===== src/rtl/preg_free_list_pkg.sv =====
// rtl/preg_free_list_pkg.sv - shared types and sizes for the physical-register free list
package preg_free_list_pkg;

  localparam int PREG_W   = 7;
  localparam int NUM_PREG = 128;
  localparam int NUM_AREG = 32;
  localparam int NUM_CKPT = 4;
  localparam int CKPT_W   = 2;
  localparam int CNT_W    = 8;
  localparam int NUM_FREE = NUM_PREG - NUM_AREG;

  typedef logic [PREG_W-1:0] preg_t;

  typedef struct packed {
    logic       valid;
    logic [6:0] head;
  } fl_ckpt;

endpackage


===== src/rtl/preg_free_list_if.sv =====
// rtl/preg_free_list_if.sv - rename/commit/recovery port bundle of the free list
interface preg_free_list_if;
  import preg_free_list_pkg::*;

  logic              alloc_en;
  logic              alloc_valid;
  preg_t             alloc_preg;
  logic              rel_en;
  preg_t             rel_preg;
  logic              ckpt_save;
  logic [CKPT_W-1:0] ckpt_id;
  logic              restore_en;
  logic [CKPT_W-1:0] restore_id;
  logic [CNT_W-1:0]  free_count;

  modport master (
    output alloc_en, rel_en, rel_preg, ckpt_save, ckpt_id, restore_en, restore_id,
    input  alloc_valid, alloc_preg, free_count
  );

  modport slave (
    input  alloc_en, rel_en, rel_preg, ckpt_save, ckpt_id, restore_en, restore_id,
    output alloc_valid, alloc_preg, free_count
  );

endinterface


===== src/rtl/preg_free_list.sv =====
// rtl/preg_free_list.sv - circular free list of physical register IDs with branch checkpoints
module preg_free_list
  import preg_free_list_pkg::*;
(
  input logic             clk,
  input logic             reset_n,
  preg_free_list_if.slave fl
);

  preg_t            ring [NUM_PREG];
  preg_t            head;
  preg_t            tail;
  fl_ckpt           ckpt [NUM_CKPT];
  logic [CNT_W-1:0] count;
  logic             alloc_valid;
  logic             do_alloc;
  logic             do_rel;
  logic             restore_ok;
  preg_t            head_next;

  // Occupancy never exceeds NUM_FREE, so the modular difference is unambiguous.
  assign count = {1'b0, preg_t'(tail - head)};

  always_comb begin
    alloc_valid = (count != '0) && !fl.restore_en;
    do_alloc    = fl.alloc_en && alloc_valid;
    restore_ok  = fl.restore_en && ckpt[fl.restore_id].valid;
    do_rel      = fl.rel_en && (fl.rel_preg != '0) && (count != CNT_W'(NUM_FREE));
    head_next   = head + PREG_W'(do_alloc);
    if (restore_ok) begin
      head_next = ckpt[fl.restore_id].head;
    end
  end

  assign fl.alloc_valid = alloc_valid;
  assign fl.alloc_preg  = ring[head];
  assign fl.free_count  = count;

  always_ff @(posedge clk or negedge reset_n) begin
    if (!reset_n) begin
      head <= '0;
      tail <= PREG_W'(NUM_FREE);
    end else begin
      head <= head_next;
      if (do_rel) begin
        tail <= tail + PREG_W'(1);
      end
    end
  end

  always_ff @(posedge clk or negedge reset_n) begin
    if (!reset_n) begin
      for (int i = 0; i < NUM_PREG; i++) begin
        ring[i] <= (i < NUM_FREE) ? PREG_W'(i + NUM_AREG) : '0;
      end
    end else if (do_rel) begin
      ring[tail] <= fl.rel_preg;
    end
  end

  // Restore has priority over a same-cycle save; the snapshot already counts this cycle's alloc.
  always_ff @(posedge clk or negedge reset_n) begin
    if (!reset_n) begin
      for (int i = 0; i < NUM_CKPT; i++) begin
        ckpt[i] <= '0;
      end
    end else if (fl.restore_en) begin
      ckpt[fl.restore_id].valid <= 1'b0;
    end else if (fl.ckpt_save) begin
      ckpt[fl.ckpt_id] <= '{valid: 1'b1, head: head_next};
    end
  end

  a_alloc_nonempty: assert property (@(posedge clk) disable iff (!reset_n)
    (fl.alloc_en && !fl.restore_en) |-> (count != '0));

  a_restore_valid: assert property (@(posedge clk) disable iff (!reset_n)
    fl.restore_en |-> ckpt[fl.restore_id].valid);

  a_no_overflow: assert property (@(posedge clk) disable iff (!reset_n)
    (fl.rel_en && (fl.rel_preg != '0)) |-> (count != CNT_W'(NUM_FREE)));

endmodule

===== src/flat_wrapper.sv =====
// flat-port wrapper written by rule: the top's interface ports become plain ports
module preg_free_list_flat import preg_free_list_pkg::*;
  (clk, reset_n, fl_alloc_en, fl_rel_en, fl_rel_preg, fl_ckpt_save, fl_ckpt_id, fl_restore_en, fl_restore_id, fl_alloc_valid, fl_alloc_preg, fl_free_count);
  preg_free_list_if fl_i ();
  input logic clk;
  input logic reset_n;
  input wire logic [$bits(fl_i.alloc_en)-1:0] fl_alloc_en;
  input wire logic [$bits(fl_i.rel_en)-1:0] fl_rel_en;
  input wire logic [$bits(fl_i.rel_preg)-1:0] fl_rel_preg;
  input wire logic [$bits(fl_i.ckpt_save)-1:0] fl_ckpt_save;
  input wire logic [$bits(fl_i.ckpt_id)-1:0] fl_ckpt_id;
  input wire logic [$bits(fl_i.restore_en)-1:0] fl_restore_en;
  input wire logic [$bits(fl_i.restore_id)-1:0] fl_restore_id;
  output wire logic [$bits(fl_i.alloc_valid)-1:0] fl_alloc_valid;
  output wire logic [$bits(fl_i.alloc_preg)-1:0] fl_alloc_preg;
  output wire logic [$bits(fl_i.free_count)-1:0] fl_free_count;
  assign fl_i.alloc_en = fl_alloc_en;
  assign fl_i.rel_en = fl_rel_en;
  assign fl_i.rel_preg = fl_rel_preg;
  assign fl_i.ckpt_save = fl_ckpt_save;
  assign fl_i.ckpt_id = fl_ckpt_id;
  assign fl_i.restore_en = fl_restore_en;
  assign fl_i.restore_id = fl_restore_id;
  assign fl_alloc_valid = fl_i.alloc_valid;
  assign fl_alloc_preg = fl_i.alloc_preg;
  assign fl_free_count = fl_i.free_count;
  preg_free_list u_core (.clk(clk), .reset_n(reset_n), .fl(fl_i));
endmodule

===== config.mk =====
export PLATFORM = sky130hd
export DESIGN_NAME = preg_free_list_flat
export DESIGN_NICKNAME = d
export VERILOG_FILES = /design/src/rtl/preg_free_list_pkg.sv /design/src/rtl/preg_free_list_if.sv /design/src/rtl/preg_free_list.sv /design/src/flat_wrapper.sv
export SDC_FILE = /design/constraint.sdc
export NUM_CORES = 1
export LEC_CHECK = 0
export BUFFER_PORTS_ARGS = -buffer_cell sky130_fd_sc_hd__buf_2
export CORE_MARGIN = 1.5
export CORE_UTILIZATION = 62
export DETAILED_ROUTE_END_ITERATION = 8
export GPL_TIMING_DRIVEN = 0
export PLACE_DENSITY = 0.81
export SYNTH_ARGS = -nofsm -noshare
export SYNTH_HDL_FRONTEND = slang
export SYNTH_SLANG_ARGS = --single-unit

===== constraint.sdc =====
create_clock -name clk -period 10.85 [get_ports clk]
set_input_delay 1.6275 -clock clk [delete_from_list [all_inputs] [get_ports clk]]
set_output_delay 1.6275 -clock clk [all_outputs]
set_load 0.01 [all_outputs]

* Word-level counts from Yosys, hierarchy flattened *
Cells that the tools add are included.

storage, ports and cells
  register bits = 942
  word-level logic and storage cells = 183
  output and inout bits = 16

operators by class
  reduce and logical (&&, ||, !) cells = 12
  magnitude comparators = 7
  add/subtract/negate cells = 3
  equal/unequal tests = 1
  muxes and demuxes = 18
  bitwise logic cells = 4

operators with widths
  cell                                                                           count
  896-bit bitwise mux                                                            1
  32-bit bitwise mux                                                             2
  32-bit two-way mux                                                             2
  7-bit binary-select mux with 7-bit select                                      1
  7-bit demux with 7-bit select                                                  1
  8-bit demux with 2-bit select                                                  2
  8-bit two-way mux                                                              4
  7-bit two-way mux                                                              4
  8-bit binary-select mux with 2-bit select                                      1
  8-bit greater-or-equal comparator (second input constant)                      2
  7-bit inverter with 8-bit output                                               2
  1-bit logical AND                                                              8
  8-bit by 1-bit less-than comparator with 1-bit output (second input constant)  1
  8-bit nonzero test                                                             1
  7-bit by 1-bit adder with 7-bit output                                         1
  7-bit by 1-bit adder with 7-bit output (second input constant)                 1
  7-bit inequality test (second input constant)                                  1
  7-bit nonzero test                                                             1
  7-bit subtractor                                                               1
  3-bit greater-or-equal comparator (second input constant)                      2
  3-bit by 1-bit less-than comparator with 1-bit output (second input constant)  2
  2-bit inverter with 3-bit output                                               2
  2-bit nonzero test                                                             1
  1-bit logical NOT                                                              1

* Longest topological paths before layout *
  depth after elaboration = 9
  depth in mapped cells = 22
  depth with buffers taken out = 17

* Worst setup path before layout *
Ideal clock, no wire load.

  path type = register -> output
  start point = register u_core.head[1]
  end point = output fl_alloc_valid
  stages on the path, launching flop included = 15
  arrival time = 3.606 ns
  required time = 9.223 ns
  path slack = 5.617 ns
  path buffers = 6
  path through = dfrtp_1 clkbuf_1 clkbuf_1 buf_1 clkbuf_1 inv_1 ha_1 nor2b_1 o31a_1 a21oi_1 a2111o_1 buf_2 buf_1 inv_1 a31oi_1

between the ends
  cells in the longest elaborated chain, start to end = 3

RTL lines
  element                     line                  RTL
  start, declared             preg_free_list.sv:11  preg_t head;
  start signal, assigned      preg_free_list.sv:44  head <= head_next;
  7-bit subtractor            preg_free_list.sv:22  assign count = {1'b0, preg_t'(tail - head)};
  named net fl_free_count[3]  flat_wrapper.sv:16    output wire logic [$bits(fl_i.free_count)-1:0] fl_free_count;
  8-bit nonzero test          preg_free_list.sv:25  alloc_valid = (count != '0) && !fl.restore_en;
  1-bit logical AND           preg_free_list.sv:25
  end, declared               flat_wrapper.sv:14    output wire logic [$bits(fl_i.alloc_valid)-1:0] fl_alloc_valid;

The timed path passes the listed nets, and every way through them passes these cells.

* Worst setup path in the final report *
  start point = register u_core.head[1]
  end point = output fl_alloc_valid

between the ends
  cells in the longest elaborated chain, start to end = 3

RTL lines
  element             line
  7-bit subtractor    preg_free_list.sv:22
  8-bit nonzero test  preg_free_list.sv:25
  1-bit logical AND   preg_free_list.sv:25

No other way between the ends.

==> qor.yml <==
status: "finished with violations"
failed_checks: "max-capacitance violations"
grt_pass1_wl_mm: 195
maxCapViolations: 1
drt-total-wl_mm: 129
syn_nets: 3116
initial_core_util: 0.630
period_share: 0.812
num_rows: 98
hold_path.class: "reg2reg"
ys_seq_area_frac: 0.530
ioPinCount: 33
cp.required_ns: 9.22
drt_iter0_drc: 3010
p_per_area_nw_per_um2: 254
yosys.area.top_type_share: 0.316
yosys.area.top_type: "dfrtp_1"
path_max_fanout: 10
post_dp_cell_area_um2: 46900
fin_crit_ns: 8.81
clock.fmax_mhz: 114
overflow: 0
slowest_stage: "buf_1"
post-route-drc-count: 0
tightest_slew_ns: 1.42
dieArea_um2: 74800
netSwitchingFraction: 0.375
dp_slack_ns: 2.77
power_w: 0.0128
yosys_register_bits: 942
cts-root-buf: "clkbuf_16"
track_usage: 0.353
internal_power_w: 0.00800
htreeDepth: 3
yosysMostFrequentCell: "mux2_2"
arrival_ns: 7.18
cpPeakStageDelay_ns: 1.06
max_slew_margin: 0.0261
cts_resized: 0
fp.dieW_um: 273
antenna_found_initial: 3
placedCellCount: 4078
cts_tree: "done"
synth.distinct_cells: 60
area_growth_pct: 11.2
ys_top_cells_by_count: "mux2_2 (887), dfrtp_1 (572), dfstp_2 (370)"
p_sw_w: 0.00479
clkLatencyLatePin_ns: 0.68
end_kind: "output port"
ys.flop_type: "dfrtp_1"
hpwlAfterDp_mm: 89.9
post_layout_nonfiller_instances: 4261
die_height_um: 273
via_count: 29300
p_comb_frac: 0.353
start_kind: "flip-flop"
grt_max_degree: 136
hold_viol_final: 0
vias_per_cell: 6.88
synth_area_leaders: "dfrtp_1 (32%), mux2_2 (22%), dfstp_2 (21%), mux4_2 (8.7%), mux2i_1 (2.5%)"
firstDrtPassIters: 6
wire_per_inst_um: 30.4
grt_pass1_vias: 31000
fin_setup_tns_ns: 0
synth_edf_count: 0
drive_above_1_share: 0.553
crit_top_cell: "clkbuf_1"
postCtsHoldBufs: 0
ys.warnings.count: 0
postCtsSetupBuffers: 0
slew_violations: 0
path_delay_family: "buffers and inverters"
synthArstFlopShare: 1.00
final_nets: 3254
cts-buffers-inserted: 97
syn_area_per_cell_um2: 14.7
core_um2: 72000
clk_pin_slew_ns: 0.06
cp_cell_sequence: "clkbuf_1 > clkbuf_1 > buf_1 > clkbuf_1 > inv_1 > ha_1 > nor2b_1 > o31a_1 > a21oi_1 > a2111o_1 > buf_2 > buf_1 > inv_1 > a31oi_1 > buf_2"
gp_congestion: 0.954
syn-cell-area_um2: 45300
critPathBufInv: 9
cts_sinks: 942
finalClockSkew_ns: 0.0222
clock_power_share: 0.283
ir_drop_v: 0.000212
rsz0062_at_grt: "false"
fin_ws_ns: 2.04
path_class: "reg2out"
p_leak_nw: 22.2
syn_inst: 3089
clockBufferDepth: 3
finalInstanceArea_um2: 50400
setup_viol: 0
ant_nets: 0
p_seq_frac: 0.364
port_buffers: 30
-- through the flow --
stage,util,hold WS [ns]
floorplan,-,0.445
global placement,0.649,0.457
detailed placement,0.652,0.465
CTS,0.700,0.479
global route,0.700,0.498
finish,0.700,0.476
-- per-layer routing --
layer  share of wire  wire, um  track usage  up-vias
met4           0.065      8400        0.209        0
li1                -         -            -    11900
met3           0.092     11900       0.0884      427
met5               0         0            0        -
met2            0.46     59700        0.542     1530
met1            0.38     49300        0.456    15500
-- sequential cells by signal (all words and copies together), names as in the netlist --
name / count
u_core.tail: 7
u_core.head: 7
u_core.ring: 896
u_core.ckpt: 32
-- power by group through the flow --
| stage | combinational (W) | sequential, W | clock (W) |
|---|---|---|---|
| after global placement | 0.00423 | 0.00462 | 0 |
| final | 0.00451 | 0.00466 | 0.00362 |
| after detailed placement | 0.00438 | 0.00469 | 0 |
| after floorplan | 0.00294 | 0.00453 | 0 |
| after CTS | 0.00441 | 0.00464 | 0.00363 |
| after global routing | 0.00467 | 0.00471 | 0.00378 |
-- cells in the final DEF (no fill, tap or decap), drive strengths merged, types with 28 or more instances in the layout --
cell | Yosys | final
a22oi | 41 | 41
nand3 | 28 | 28
mux2i | 114 | 114
buf | 75 | 114
inv | 31 | 35
dfstp | 370 | 370
a21oi | 57 | 57
o21ai | 163 | 163
mux4 | 176 | 176
mux2 | 897 | 897
dfrtp | 572 | 572
nand2 | 72 | 72
nor3 | 122 | 122
o221ai | 34 | 34
clkbuf | 181 | 326
-- final cells by class --
| class | count | area, um2 |
|---|---|---|
| clock inverters | 36 | 586 |
| diodes | 2 | 5.00 |
| well taps | 950 | 1190 |
| inverters | 31 | 116 |
| plain buffers | 256 | 1120 |
| clock buffers | 145 | 2880 |
| flip-flops and latches | 942 | 24000 |
| fillers | 4578 | 21600 |
| repair buffers | 39 | 395 |
| multi-input cells | 1860 | 20100 |
-- worst paths after layout --
kind,endpoint,depth (start not counted),startpoint,slack (ns)
hold reg to reg,u_core.ckpt[2]$_DFFE_PN0P_,2,u_core.ckpt[2]$_DFFE_PN0P_,0.48
max in group asynchronous,u_core.ring[640]$_DFFE_PN0P_,4,reset_n,7.86
min in group asynchronous,u_core.ckpt[28]$_DFFE_PN0P_,1,reset_n,0.87
hold / removal,u_core.ckpt[2]$_DFFE_PN0P_,2,u_core.ckpt[2]$_DFFE_PN0P_,0.48
setup reg to reg,u_core.ckpt[6]$_DFFE_PN0P_,22,u_core.head[1]$_DFF_PN0_,2.50
setup / recovery,fl_alloc_valid,15,u_core.head[1]$_DFF_PN0_,2.04
-- tightest hold or removal path: stages, from the launching register on --
cell and delay, ns:
dfrtp_1 0.34, nand2_1 0.04, o21ai_0 0.06
-- kinds of logic (layout without fill, tap and decap cells) --
kind of cell               after synthesis  in the layout  share of synthesized area
AOI/OAI and AO/OA                      387            387                     0.0736
xor gates and xnor gates                13             13                    0.00251
adders and majority gates               10             10                    0.00293
buffers and inverters                  287            507                     0.0271
DFF                                    942            942                      0.530
muxes                                 1187           1187                      0.336
other                                    1              3                  0.0000827
and+or+nand+nor                        262            262                     0.0277
No activity file was read; power rests on OpenSTA's default activity.
